[config.mk]
export PLATFORM = sky130hd
export DESIGN_NAME = adc_lane_serializer_flat
export DESIGN_NICKNAME = d
export VERILOG_FILES = /design/src/rtl/adc_lane_serializer_if.sv /design/src/rtl/adc_lane_serializer.sv /design/src/flat_wrapper.sv
export SDC_FILE = /design/constraint.sdc
export NUM_CORES = 1
export LEC_CHECK = 0
export CORE_UTILIZATION = 55
export DETAILED_ROUTE_END_ITERATION = 10
export PLACE_DENSITY = 0.77
export RECOVER_POWER = 100
export SETUP_SLACK_MARGIN = 0.5
export SYNTH_ARGS = -nofsm -noshare
export SYNTH_HDL_FRONTEND = slang
export SYNTH_SLANG_ARGS = --single-unit
[constraint.sdc]
create_clock -name clkin320 -period 5.3 [get_ports clkin320]
set_input_delay 1.06 -clock clkin320 [delete_from_list [all_inputs] [get_ports clkin320]]
set_output_delay 1.06 -clock clkin320 [all_outputs]
set_load 0.01 [all_outputs]
[src/rtl/adc_lane_serializer_if.sv]
// Handshake and data bundle for the I/Q lane serializer.
// The master side is the ADC capture / downstream pair; the slave side is the serializer.
interface adc_lane_serializer_if #(
  parameter int WIDTH = 16,
  parameter int LANES = 2,
  parameter int DEPTH = 4
);
  localparam int LVLW = $clog2(DEPTH) + 1;

  logic                     in_valid;
  logic                     in_ready;
  logic [LANES*WIDTH-1:0]   i_in;
  logic [LANES*WIDTH-1:0]   q_in;
  logic                     lane_rev;
  logic                     out_valid;
  logic                     out_ready;
  logic [WIDTH-1:0]         i_out;
  logic [WIDTH-1:0]         q_out;
  logic                     out_first;
  logic [LVLW-1:0]          level;
  logic                     overflow;
  logic                     overflow_clr;

  modport master (
    output in_valid, i_in, q_in, lane_rev, out_ready, overflow_clr,
    input  in_ready, out_valid, i_out, q_out, out_first, level, overflow
  );

  modport slave (
    input  in_valid, i_in, q_in, lane_rev, out_ready, overflow_clr,
    output in_ready, out_valid, i_out, q_out, out_first, level, overflow
  );
endinterface

[src/rtl/adc_lane_serializer.sv]
// Parallel-to-serial gearbox for packed I/Q ADC words.
// Words of LANES samples are buffered in a DEPTH-word FIFO and emitted one
// I/Q pair per output beat, lane order selectable per word.
module adc_lane_serializer #(
  parameter int WIDTH = 16,
  parameter int LANES = 2,
  parameter int DEPTH = 4
) (
  input  logic                  clkin320,
  input  logic                  reset,
  adc_lane_serializer_if.slave  bus
);

  localparam int AW  = $clog2(DEPTH);
  localparam int PW  = AW + 1;
  localparam int LIW = $clog2(LANES);
  localparam int WW  = 2 * LANES * WIDTH;

  localparam logic [PW-1:0]  PTR_ONE   = PW'(1);
  localparam logic [LIW-1:0] LANE_ONE  = LIW'(1);
  localparam logic [LIW-1:0] LAST_LANE = LIW'(LANES - 1);

  // FIFO storage and pointers; the extra pointer MSB tells full from empty
  logic [WW-1:0]     r_mem [DEPTH];
  logic [PW-1:0]     r_wr_ptr;
  logic [PW-1:0]     r_rd_ptr;
  logic [PW-1:0]     r_level;
  logic              r_overflow;

  // Output stage
  logic              r_out_valid;
  logic [WIDTH-1:0]  r_i_out;
  logic [WIDTH-1:0]  r_q_out;
  logic              r_out_first;
  logic [LIW-1:0]    r_lane_idx;
  logic              r_rev;

  logic              w_full;
  logic              w_empty;
  logic              w_push;
  logic              w_drop;
  logic              w_load;
  logic              w_pop;
  logic              w_rev;
  logic [LIW-1:0]    w_lane_sel;
  logic [WW-1:0]     w_head;
  logic [WIDTH-1:0]  w_i_sel;
  logic [WIDTH-1:0]  w_q_sel;

  assign w_empty = (r_wr_ptr == r_rd_ptr);
  assign w_full  = (r_wr_ptr[AW] != r_rd_ptr[AW]) &&
                   (r_wr_ptr[AW-1:0] == r_rd_ptr[AW-1:0]);

  // in_ready looks only at stored state, so a word arriving while full is
  // refused even when the head word pops in the same cycle.
  assign w_push  = bus.in_valid & ~w_full;
  assign w_drop  = bus.in_valid &  w_full;

  assign w_load  = (~r_out_valid | bus.out_ready) & ~w_empty;
  assign w_pop   = w_load & (r_lane_idx == LAST_LANE);

  // Lane order is sampled on the first lane of a word and held for the rest.
  assign w_rev      = (r_lane_idx == '0) ? bus.lane_rev : r_rev;
  assign w_lane_sel = w_rev ? (LAST_LANE - r_lane_idx) : r_lane_idx;
  assign w_head     = r_mem[r_rd_ptr[AW-1:0]];

  // Pick lane w_lane_sel out of the head word for both channels
  always_comb begin
    w_i_sel = '0;
    w_q_sel = '0;
    for (int k = 0; k < LANES; k++) begin
      if (w_lane_sel == LIW'(k)) begin
        w_i_sel = w_head[k*WIDTH +: WIDTH];
        w_q_sel = w_head[(LANES+k)*WIDTH +: WIDTH];
      end
    end
  end

  // Write accepted words at the tail; storage needs no reset
  always_ff @(posedge clkin320) begin
    if (w_push) begin
      r_mem[r_wr_ptr[AW-1:0]] <= {bus.q_in, bus.i_in};
    end
  end

  // Pointer and occupancy bookkeeping
  always_ff @(posedge clkin320 or posedge reset) begin
    if (reset) begin
      r_wr_ptr <= '0;
      r_rd_ptr <= '0;
      r_level  <= '0;
    end else begin
      if (w_push) begin
        r_wr_ptr <= r_wr_ptr + PTR_ONE;
      end
      if (w_pop) begin
        r_rd_ptr <= r_rd_ptr + PTR_ONE;
      end
      case ({w_push, w_pop})
        2'b10:   r_level <= r_level + PTR_ONE;
        2'b01:   r_level <= r_level - PTR_ONE;
        default: r_level <= r_level;
      endcase
    end
  end

  // Sticky drop flag; a drop in the same cycle as a clear keeps it set
  always_ff @(posedge clkin320 or posedge reset) begin
    if (reset) begin
      r_overflow <= 1'b0;
    end else if (w_drop) begin
      r_overflow <= 1'b1;
    end else if (bus.overflow_clr) begin
      r_overflow <= 1'b0;
    end
  end

  // Output register, lane sequencing and lane-order capture
  always_ff @(posedge clkin320 or posedge reset) begin
    if (reset) begin
      r_out_valid <= 1'b0;
      r_i_out     <= '0;
      r_q_out     <= '0;
      r_out_first <= 1'b0;
      r_lane_idx  <= '0;
      r_rev       <= 1'b0;
    end else if (w_load) begin
      r_out_valid <= 1'b1;
      r_i_out     <= w_i_sel;
      r_q_out     <= w_q_sel;
      r_out_first <= (r_lane_idx == '0);
      r_rev       <= w_rev;
      if (r_lane_idx == LAST_LANE) begin
        r_lane_idx <= '0;
      end else begin
        r_lane_idx <= r_lane_idx + LANE_ONE;
      end
    end else if (bus.out_ready) begin
      r_out_valid <= 1'b0;
    end
  end

  assign bus.in_ready  = ~w_full;
  assign bus.out_valid = r_out_valid;
  assign bus.i_out     = r_i_out;
  assign bus.q_out     = r_q_out;
  assign bus.out_first = r_out_first;
  assign bus.level     = r_level;
  assign bus.overflow  = r_overflow;

endmodule

[src/flat_wrapper.sv]
// flat-port wrapper written by rule: the top's interface ports become plain ports
module adc_lane_serializer_flat 
#(
  parameter int WIDTH = 16,
  parameter int LANES = 2,
  parameter int DEPTH = 4
)
  (clkin320, reset, bus_in_valid, bus_i_in, bus_q_in, bus_lane_rev, bus_out_ready, bus_overflow_clr, bus_in_ready, bus_out_valid, bus_i_out, bus_q_out, bus_out_first, bus_level, bus_overflow);
  adc_lane_serializer_if #(.WIDTH(WIDTH), .LANES(LANES), .DEPTH(DEPTH)) bus_i ();
  input  logic clkin320;
  input  logic reset;
  input wire logic [$bits(bus_i.in_valid)-1:0] bus_in_valid;
  input wire logic [$bits(bus_i.i_in)-1:0] bus_i_in;
  input wire logic [$bits(bus_i.q_in)-1:0] bus_q_in;
  input wire logic [$bits(bus_i.lane_rev)-1:0] bus_lane_rev;
  input wire logic [$bits(bus_i.out_ready)-1:0] bus_out_ready;
  input wire logic [$bits(bus_i.overflow_clr)-1:0] bus_overflow_clr;
  output wire logic [$bits(bus_i.in_ready)-1:0] bus_in_ready;
  output wire logic [$bits(bus_i.out_valid)-1:0] bus_out_valid;
  output wire logic [$bits(bus_i.i_out)-1:0] bus_i_out;
  output wire logic [$bits(bus_i.q_out)-1:0] bus_q_out;
  output wire logic [$bits(bus_i.out_first)-1:0] bus_out_first;
  output wire logic [$bits(bus_i.level)-1:0] bus_level;
  output wire logic [$bits(bus_i.overflow)-1:0] bus_overflow;
  assign bus_i.in_valid = bus_in_valid;
  assign bus_i.i_in = bus_i_in;
  assign bus_i.q_in = bus_q_in;
  assign bus_i.lane_rev = bus_lane_rev;
  assign bus_i.out_ready = bus_out_ready;
  assign bus_i.overflow_clr = bus_overflow_clr;
  assign bus_in_ready = bus_i.in_ready;
  assign bus_out_valid = bus_i.out_valid;
  assign bus_i_out = bus_i.i_out;
  assign bus_q_out = bus_i.q_out;
  assign bus_out_first = bus_i.out_first;
  assign bus_level = bus_i.level;
  assign bus_overflow = bus_i.overflow;
  adc_lane_serializer #(.WIDTH(WIDTH), .LANES(LANES), .DEPTH(DEPTH)) u_core (.clkin320(clkin320), .reset(reset), .bus(bus_i));
endmodule
# Word level (Yosys, flattened, before mapping)
# Memory sizes are Yosys's and may differ from the RTL's.
# Cells that the tools add are included.
[word_totals]
output_inout_bits = 39
inputBits = 70
mem_count = 1
mem_bits_rw = 256
reg_bits = 46
[op_classes]
addsub = 6
eq_ne = 5
mux = 12
n_reduce_logical = 4
bitwise_logic = 9
[mem_list]
columns = ["name", "words", "width", "read_ports", "rd_ports_with_merged_regs", "write_ports", "line", "text"]
rows = [
  ["u_core.r_mem", 4, 64, 1, 0, 1, "adc_lane_serializer.sv:24", "logic [WW-1:0] r_mem [DEPTH];"],
]
[op_table]
columns = ["op", "n"]
rows = [
  ["$mux W16", 2],
  ["$add A3 B1 Y3 const B", 3],
  ["$mux W1", 9],
  ["$pmux W3 S2", 1],
  ["$reduce_bool A2 Y1", 3],
  ["$and A1 B1 Y1", 4],
  ["$not A1 Y1", 4],
  ["$eq A3 B3 Y1", 1],
  ["$sub A3 B1 Y3 const B", 1],
  ["$eq A2 B1 Y1 const B", 1],
  ["$eq A2 B2 Y1", 1],
  ["$eq A2 B2 Y1 const B", 1],
  ["$add A1 B1 Y1 const B", 1],
  ["$logic_and A1 B1 Y1", 1],
  ["$ne A1 B1 Y1", 1],
  ["$or A1 B1 Y1", 1],
  ["$sub A1 B1 Y1 const A", 1],
]

# Logic depth before layout (Yosys ltp)
# Gate-level depths: netlist of run 1.
[depth]
ltp_word = 6
ltp_mapped = 9

# Least setup slack after synthesis of run 1
# OpenSTA, ideal clock, no wires.
[synth_path]
path_kind = "input -> register"
start = "input bus_in_valid"
end = "memory u_core.r_mem[3][0] in the netlist's numbering, enable pin"
cell_stages = 1
required_ns = 4.869
arrival_time_ns = 2.634
setup_time_ns = 0.431
path_slack_ns = 2.235
path_cell_list = "and3_1"
[synth_via]
elab_chain_len = 3
[synth_rtl]
columns = ["element", "line", "text"]
rows = [
  ["start, declared", "flat_wrapper.sv:12", "input wire logic [$bits(bus_i.in_valid)-1:0] bus_in_valid;"],
  ["$and A1 B1 Y1", "adc_lane_serializer.sv:56", "assign w_push = bus.in_valid & ~w_full;"],
  ["$mux W1", "adc_lane_serializer.sv:81", "if (w_push) begin"],
  ["$mux W1 (not written as such)", "adc_lane_serializer.sv:82", "r_mem[r_wr_ptr[AW-1:0]] <= {bus.q_in, bus.i_in};"],
  ["end, declared", "adc_lane_serializer.sv:24", ""],
]
# No other way between the ends.

# Worst setup path after layout of run 1
[layout_path]
start = "register u_core.r_rd_ptr[0]"
end = "output bus_in_ready"
[layout_via]
elab_chain_len = 3
[layout_rtl]
columns = ["element", "line", "text"]
rows = [
  ["start, declared", "adc_lane_serializer.sv:26", "logic [PW-1:0] r_rd_ptr;"],
  ["start signal, assigned", "adc_lane_serializer.sv:97", "r_rd_ptr <= r_rd_ptr + PTR_ONE;"],
  ["$eq A2 B2 Y1", "adc_lane_serializer.sv:52", "(r_wr_ptr[AW-1:0] == r_rd_ptr[AW-1:0]);"],
  ["$logic_and A1 B1 Y1", "adc_lane_serializer.sv:51", "assign w_full = (r_wr_ptr[AW] != r_rd_ptr[AW]) &&"],
  ["$not A1 Y1", "adc_lane_serializer.sv:143", "assign bus.in_ready = ~w_full;"],
  ["end, declared", "flat_wrapper.sv:18", "output wire logic [$bits(bus_i.in_ready)-1:0] bus_in_ready;"],
]
# No other way between the ends.

==> run_results.csv, run 1 <==
group,metric,value,unit
run_status,status,"finished, violations left",
run_status,violations,"capacitance limit, slew limit",
clocking,cts_buffer_depth,3,
logic_synthesis,yosysMostFrequentCell,"edfxtp_1",
logic_synthesis,synth-async-reset-ratio,15.0,%
layout,postLayoutCoreUtil,66.9,%
grt,grt_pass1_vias,5928,
place,portBuffers,108,
setup_path,slowest_delay,1.11,ns
drt,drc,0,
floorplan,die_area,0.0214,mm2
setup_path,worstPathArrival,2.92,ns
drt,viasPerCell,5.78,
drt,vias,5454,
sta,period_minus_slack,3.98,ns
setup_path,cp_top_family,"flip-flops",
logic_synthesis,synth_area,0.0115,mm2
floorplan,start_util,56.3,%
sta,drv_slew,378,
clocking,cts_buffers,29,
setup_path,critical_path_class,"flip-flop to primary output",
logic_synthesis,ys_ff_latch,301,
logic_synthesis,synth.distinct_cells,30,
grt,grtUsageTotal,20.0,%
place,routabilityCongestion,0.729,
clocking,cts_max_level,1,
layout,drive_gt1_share,17.4,%
logic_synthesis,syn_area_per_cell,21.6,um2
place,detailed_place_hpwl,11400,um
setup_path,setup.worst_path.start_class,"flip-flop",
sta,rsz0062_at_grt,"no",
grt,antenna_found_initial,2,
setup_path,cp_max_fo,19,
sta,worst_pin_slew,1.85,ns
logic_synthesis,synth_cells,532,
logic_synthesis,ys_seq_area_share,76.9,%
sta,finClkSkew,0.0100,ns
setup_path,end_kind,"primary output",
logic_synthesis,synth_top_area_share,67.1,%
power,p_per_area,582,mW/mm2
setup_path,crit_required,4.24,ns
logic_synthesis,synth-edff-count,256,
floorplan,ios,109,
clocking,post_cts_buffers,0,
floorplan,fp.dieW,146,um
sta,period_share,75.1,%
layout,final_nets,728,
drt,wire_per_inst,21.9,um
floorplan,core-area,0.0204,mm2
hold_path,min_path_type,"flip-flop to flip-flop",
logic_synthesis,syn-num-nets,609,
drt,dr.first_iter.drc_count,309,
grt,overflow,0,
drt,ant_nets,0,
clocking,cts_tree,"yes",
clocking,clockRootBuffer,"clkbuf_16",
layout,syn_to_final_growth,18.9,%
drt,routed_wl,20700,um
floorplan,die_y,146,um
sta,setup_tns,0,ns
sta,hold_viol_final,0,
power,p_leak,4.64,nW
sta,slew_headroom,-23.1,%
sta,max_freq,0.251,GHz
clocking,clk_latency,0.54,ns
setup_path,path_buf_inv,1,
floorplan,core.rowCount,52,
logic_synthesis,yosysWarningCount,0,
setup_path,crit_chain,"xnor2_1 -> nand3_1 -> dlygate4sd3_1",
clocking,cts_resized,0,
job,drv_cap,6,
logic_synthesis,synth_common_cells,"edfxtp_1, mux4_2, dfrtp_1",
clocking,cts_hold_buffers,0,
grt,grt_pass1_wl,32100,um
grt,grt_max_degree,68,
sta,setup_violations,0,
logic_synthesis,synth_top_cell_by_area,"edfxtp_1",
setup_path,slowest_stage,"dfrtp_1",
setup_path,r2r_slack,1.47,ns
power,peakVddDrop,0.000385,V
logic_synthesis,synth_area_leaders,"edfxtp_1, mux4_2, dfrtp_1, mux2i_1, a21oi_1",
clocking,cts.sinks,301,
logic_synthesis,ys.flop_type,"edfxtp_1",
clocking,cts.reportedPaths.clkPinSlew,0.06,ns
drt,dr.pass1.iters,5,
## cell type report
type	instances	area, um2
multi-input combinational	200	2430
clock buffer	43	838
inverter	6	22.5
tap	270	338
sequential	301	8810
timing repair buffer	113	1110
fill	1307	6730
clock inverter	9	72.6
antenna	1	2.50
## cells in the final DEF, fill, tap and decap left out, types with 7 or more instances in the layout
cell type      instances
a21oi_1               32
clkbuf_1               8
clkbuf_16             29
dfrtp_1               44
dlygate4sd3_1        104
edfxtp_1             256
mux2i_1               32
mux4_2                60
nor2_1                33
xnor2_1                7
## cells by family (layout without fill, tap and decap cells)
family / Yosys count / in the layout / share of synthesized area (%)
flip-flops: 301 / 301 / 76.9
multiplexers: 100 / 100 / 15.9
XOR/XNOR: 12 / 12 / 1.05
other: 0 / 1 / 0
AO/OA/AOI/OAI: 35 / 35 / 1.68
AND/OR/NAND/NOR: 46 / 46 / 1.68
buffers and inverters: 31 / 171 / 2.00
adder cells (fa/ha/maj): 7 / 7 / 0.829
## worst reg2reg max path: cells and delay by family (launching register included)
family	cells	cell delay (ns)
compound gates	1	0.10
buf+inv	1	1.49
flops	1	1.11
mux	2	0.92
## where the power goes
part	leakage, nW	switching, mW	internal (mW)
clock network	0.454	0.817	1.14
registers	2.85	0.278	3.29
logic	1.34	1.26	1.16
total	4.64	2.35	5.58
## per-stage QoR
stage	cells	setup slack (ns)	hold WS, ns	total power, mW	area, um2
global placement	890	2.01	0.456	6.03	12800
global route	943	1.01	0.502	8.33	13600
floorplan	532	2.23	0.465	5.34	11500
finish	943	1.32	0.467	7.94	13600
detailed placement	890	1.91	0.472	6.13	12800
CTS	942	1.93	0.480	8.10	13700
## per-layer routing
| metal | share of wire [%] | GRT usage (%) | up-vias |
|---|---|---|---|
| li1 | - | - | 2380 |
| met3 | 5.0 | 3.34 | 35 |
| met2 | 51 | 33.4 | 170 |
| met5 | 0.053 | 0 | - |
| met1 | 41 | 26.6 | 2867 |
| met4 | 2.3 | 7.76 | 2 |
## registers in the layout, summed over array words and instances, names as in the netlist, 3 cells and up
name and flops:
u_core.r_rd_ptr 3, u_core.bus.level 3, u_core.r_mem 256, u_core.bus.i_out 16
u_core.bus.q_out 16, u_core.r_wr_ptr 3
## path summary, 6_finish.rpt
check	cells after the start	startpoint	to
min in group asynchronous	3	reset	u_core.bus.q_out[8]$_DFFE_PP0N_
worst min register to register	1	u_core.bus.level[2]$_DFFE_PP0P_	u_core.bus.level[2]$_DFFE_PP0P_
worst max register to register	4	u_core.r_rd_ptr[0]$_DFFE_PP0P_	u_core.bus.q_out[0]$_DFFE_PP0N_
worst max-delay path	3	u_core.r_rd_ptr[0]$_DFFE_PP0P_	bus_in_ready
max in group asynchronous	3	reset	u_core.r_rd_ptr[1]$_DFFE_PP0P_
worst min-delay path	1	u_core.bus.level[2]$_DFFE_PP0P_	u_core.bus.level[2]$_DFFE_PP0P_
No activity file was read; power rests on OpenSTA's default activity.
==> run 2, diff against run 1 <==
--- a/config.mk
+++ b/config.mk
@@ -5,9 +5,9 @@
 export SDC_FILE = /design/constraint.sdc
 export NUM_CORES = 1
 export LEC_CHECK = 0
-export CORE_UTILIZATION = 55
+export CORE_UTILIZATION = 51
 export DETAILED_ROUTE_END_ITERATION = 10
-export PLACE_DENSITY = 0.77
+export PLACE_DENSITY = 0.75
 export RECOVER_POWER = 100
 export SETUP_SLACK_MARGIN = 0.5
 export SYNTH_ARGS = -nofsm -noshare
==> constraint.sdc (replaced) <==
create_clock -name clkin320 -period 3.2 [get_ports clkin320]
set_input_delay 0.64 -clock clkin320 [delete_from_list [all_inputs] [get_ports clkin320]]
set_output_delay 0.64 -clock clkin320 [all_outputs]
set_load 0.01 [all_outputs]
==> run_results.csv, run 2 (synthesis results as in run 1) <==
group,metric,value,unit
setup_path,critical_path_class,"flip-flop to flip-flop",
drt,dr.pass1.iters,9,
setup_path,worstReg2RegStart,"u_core.r_rd_ptr[0]$_DFFE_PP0P_",
setup_path,worstReg2RegEnd,"u_core.r_mem[2][57]$_DFFE_PP_",
clocking,clk_latency,0.54,ns
power,total_power,13.4,mW
drt,routed_wl,20700,um
drt,viasPerCell,5.56,
clocking,cts.reportedPaths.clkPinSlew,0.06,ns
drt,drc,24,
layout,final.fill_count,1491,
clocking,cts_tree,"yes",
setup_path,crit_required,3.35,ns
power,p_leak,4.72,nW
clocking,cts.sinks,301,
layout,fin_area,0.0138,mm2
sta,slew_headroom,3.65,%
clocking,cts_buffer_depth,3,
drt,ant_nets,0,
setup_path,r2r_slack,0.47,ns
drt,top_layer,"met4",
floorplan,fp.dieW,152,um
setup_path,r2r_cells,4,
place,placed_cell_area,0.0129,mm2
layout,largest_register_ffs,256,
sta,worst_pin_slew,1.45,ns
sta,rsz0062_at_grt,"no",
place,routabilityCongestion,0.722,
place,detailed_place_hpwl,12000,um
sta,max_freq,0.366,GHz
setup_path,cp-startpoint,"u_core.r_rd_ptr[0]$_DFFE_PP0P_",
job,drv_cap,0,
setup_path,endpoint,"u_core.r_mem[2][57]$_DFFE_PP_",
sta,period_share,85.4,%
grt,antenna_found_initial,3,
setup_path,end_kind,"flip-flop",
clocking,cts_buffers,30,
layout,final_nets,736,
clocking,post_cts_buffers,0,
floorplan,ios,109,
sta,finClkSkew,0.0139,ns
floorplan,start_util,52.2,%
sta,drv_slew,0,
place,portBuffers,108,
sta,setup_violations,0,
drt,wl_met1,8500,um
drt,wl_met2,10600,um
place,place_ws,0.506,ns
grt,grtUsageTotal,18.5,%
grt,overflow,0,
layout,drive_gt1_share,18.2,%
drt,dr_wl_met3,1240,um
setup_path,setup.worst_path.start_class,"flip-flop",
grt,grt_max_degree,68,
clocking,cts_resized,3,
clocking,cts_hold_buffers,0,
hold_path,min_path_type,"flip-flop to flip-flop",
setup_path,cp_max_fo,21,
floorplan,core-area,0.0220,mm2
power,peakVddDrop,0.000532,V
grt,grt_pass1_vias,5814,
drt,dr.first_iter.drc_count,307,
run_status,status,"finished, violations left",
grt,grt_pass1_wl,32500,um
sta,layout_setup_ws,0.466,ns
run_status,violations,"DRC",
drt,wire_per_inst,21.4,um
layout,final_cell_mix,"edfxtp_1, dlygate4sd3_1, mux4_2",
clocking,clockRootBuffer,"clkbuf_16",
layout,syn_to_final_growth,20.6,%
floorplan,die_y,152,um
floorplan,core.rowCount,54,
setup_path,worstPathArrival,2.88,ns
floorplan,die_area,0.0231,mm2
drt,vias,5374,
clocking,cts_max_level,1,
power,p_per_area,966,mW/mm2
sta,hold_viol_final,0,
sta,period_minus_slack,2.73,ns
sta,setup_tns,0,ns
layout,layout_commonest_cell,"edfxtp_1",
==> run 2: cell type report <==
cell class	count	area, um2	area share [%]
Sequential cell	301	8820	63.8
Tap cell	280	350	2.53
Multi-Input combinational cell	200	2420	17.5
Inverter	6	22.5	0.163
Antenna cell	3	7.51	0.0543
Timing Repair Buffer	120	1200	8.70
Clock buffer	46	902	6.52
Clock inverter	10	98.8	0.715
==> run 2: metrics by stage <==
stage,hold slack [ns],util (%),instances
2_1_floorplan,0.465,-,532
3_3_place_gp,0.467,58.7,907
4_1_cts,0.436,63.3,963
5_1_grt,0.504,63.0,964
6_report,0.488,63.0,966
3_5_place_dp,0.482,58.7,907
==> run 2: layer usage <==
metal / GRT usage (%) / up-vias
met2: 31.6 / 148
met3: 4.02 / 32
met1: 24.2 / 2782
met4: 5.15 / 0
met5: 0 / -
li1: - / 2412
==> run 2: how the worst min path moves through the flow <==
| stage | from | to | cells after the start |
|---|---|---|---|
| final | u_core.bus.level[2]$_DFFE_PP0P_ | u_core.bus.level[2]$_DFFE_PP0P_ | 1 |
| after CTS | reset | u_core.bus.q_out[3]$_DFFE_PP0N_ | 2 |
| after global routing | u_core.r_rev$_DFFE_PP0N_ | u_core.r_rev$_DFFE_PP0N_ | 1 |
| after detailed placement | u_core.r_rev$_DFFE_PP0N_ | u_core.r_rev$_DFFE_PP0N_ | 1 |
| after global placement | u_core.bus.level[2]$_DFFE_PP0P_ | u_core.bus.level[2]$_DFFE_PP0P_ | 1 |
| after floorplan | u_core.r_rev$_DFFE_PP0N_ | u_core.r_rev$_DFFE_PP0N_ | 1 |
==> run 2: critical path: stages (launching register included) <==
cell      delay, ns
dfrtp_4        0.49
xnor2_1        0.18
nand3_1        0.26
and3_4         0.47
clkbuf_1       0.93
==> run 2: report_power, final <==
| group | internal (mW) | total (mW) | switching (mW) | leakage [nW] |
|---|---|---|---|---|
| Clock | 2.09 | 3.46 | 1.37 | 0.499 |
| Sequential | 5.42 | 5.79 | 0.370 | 2.85 |
| Combinational | 1.96 | 4.11 | 2.15 | 1.37 |
| Total | 9.47 | 13.4 | 3.89 | 4.72 |
==> run 3, diff against run 2 <==
--- a/config.mk
+++ b/config.mk
@@ -5,6 +5,7 @@
 export SDC_FILE = /design/constraint.sdc
 export NUM_CORES = 1
 export LEC_CHECK = 0
+export CORE_ASPECT_RATIO = 0.6
 export CORE_UTILIZATION = 51
 export DETAILED_ROUTE_END_ITERATION = 10
 export PLACE_DENSITY = 0.75
==> run_results.csv, run 3 (synthesis results as in run 1) <==
group,metric,value,unit
floorplan,core.rowCount,42,
clocking,cts_buffers,27,
drt,vias,5468,
layout,final_nets,738,
sta,setup_tns,0,ns
layout,drive_gt1_share,17.1,%
drt,dr.first_iter.drc_count,404,
grt,grtUsageTotal,19.3,%
job,drv_cap,0,
layout,layout_commonest_cell,"edfxtp_1",
setup_path,crit_required,2.56,ns
clocking,cts_tree,"yes",
grt,overflow,0,
grt,grt_max_degree,68,
power,peakVddDrop,0.000629,V
sta,rsz0062_at_grt,"no",
setup_path,critical_path_class,"flip-flop to primary output",
power,p_leak,4.66,nW
sta,period_minus_slack,2.82,ns
layout,postLayoutCoreUtil,62.3,%
setup_path,setup.worst_path.start_class,"flip-flop",
clocking,cts.sinks,301,
setup_path,worstPathArrival,2.18,ns
layout,largest_register_ffs,256,
setup_path,cp_max_fo,7,
drt,drc,0,
hold_path,min_path_type,"flip-flop to flip-flop",
grt,grt_pass1_vias,5713,
drt,ant_nets,0,
sta,drv_slew,0,
grt,grt_pass1_wl,33400,um
drt,dr.pass1.iters,5,
floorplan,fp.dieW,196,um
grt,antenna_found_initial,4,
clocking,cts.reportedPaths.clkPinSlew,0.07,ns
layout,ff_latch_area,0.00882,mm2
sta,slew_headroom,0.676,%
place,placed_cell_area,0.0129,mm2
sta,worst_pin_slew,1.49,ns
floorplan,die_area,0.0231,mm2
clocking,cts_buffer_depth,3,
run_status,status,"finished clean",
place,detailed_place_hpwl,13100,um
place,routabilityCongestion,0.741,
place,portBuffers,108,
floorplan,core-area,0.0220,mm2
layout,syn_to_final_growth,19.6,%
layout,final.fill_count,1519,
floorplan,die_y,118,um
drt,wire_per_inst,22.4,um
drt,viasPerCell,5.65,
power,p_per_area,957,mW/mm2
drt,routed_wl,21700,um
floorplan,ios,109,
layout,fin_area,0.0137,mm2
sta,period_share,88.3,%
clocking,cts_max_level,1,
layout,final_cell_mix,"edfxtp_1, dlygate4sd3_1, mux4_2",
clocking,clockRootBuffer,"clkbuf_16",
sta,finClkSkew,0.00999,ns
sta,setup_violations,0,
setup_path,end_kind,"primary output",
layout,multiInputGateArea,0.00244,mm2
sta,max_freq,0.354,GHz
clocking,clk_latency,0.52,ns
sta,hold_viol_final,0,
floorplan,start_util,52.1,%
run 3: cell count changes in the layout (fill, tap and decap cells not counted), moves of 2 or more:
cell       change
clkbuf_8       -6
clkbuf_16      -4
clkinv_2       -2
and3_4         -4
diode_2        -2
clkinv_1       +4
and3_1         +4
buf_4          +2
run 3: final timing paths:
check	from	to	slack, ns	cells after the start
min	u_core.bus.level[2]$_DFFE_PP0P_	u_core.bus.level[2]$_DFFE_PP0P_	0.50	1
max	u_core.r_rd_ptr[1]$_DFFE_PP0P_	bus_in_ready	0.38	4
max in group asynchronous	reset	u_core.bus.i_out[7]$_DFFE_PP0N_	1.04	3
max reg2reg	u_core.r_rd_ptr[0]$_DFFE_PP0P_	u_core.r_rev$_DFFE_PP0N_	0.46	6
min reg2reg	u_core.bus.level[2]$_DFFE_PP0P_	u_core.bus.level[2]$_DFFE_PP0P_	0.50	1
min in group asynchronous	reset	u_core.bus.q_out[11]$_DFFE_PP0N_	0.73	2
run 3: stage by stage:
step           hold slack, ns  power, mW  cells  worst slack (ns)
2_1_floorplan           0.465       8.81    532              1.02
4_1_cts                 0.456       13.4    964             0.504
3_3_place_gp            0.470       10.2    916             0.503
5_1_grt                 0.525       13.8    966             0.273
6_report                0.500       13.1    967             0.376
3_5_place_dp            0.500       10.3    916             0.422
run 3: critical path, cell delays in order, from the launching register on:
cell	delay (ns)
dfrtp_4	0.47
xnor2_1	0.28
nand3_1	0.13
buf_4	0.18
dlygate4sd3_1	0.60
run 3: power breakdown:
group	internal [mW]	switching [mW]	leakage, nW
Clock	1.73	1.31	0.408
Combinational	2.02	2.25	1.40
Sequential	5.43	0.377	2.85
run 3: cell type report:
class                           count  area share [%]
Antenna cell                        1          0.0183
Clock buffer                       35            5.22
Clock inverter                     13           0.822
Inverter                            6           0.164
Multi-Input combinational cell    200            17.8
Sequential cell                   301            64.4
Tap cell                          286            2.61
Timing Repair Buffer              125            9.02
run 3: routing by layer:
metal	GRT usage (%)	wire [um]
met1	28.9	9910
met3	4.25	1490
met4	3.44	233
met5	0	41
met2	29.9	10000
run 3: repair_timing:
item | in CTS | in global routing
endpoints found under the setup margin | 1 | 1
hold buffers | 0 | 0
setup buffers | 0 | 2
pin swaps | 1 | 2
resized for setup | 1 | 2
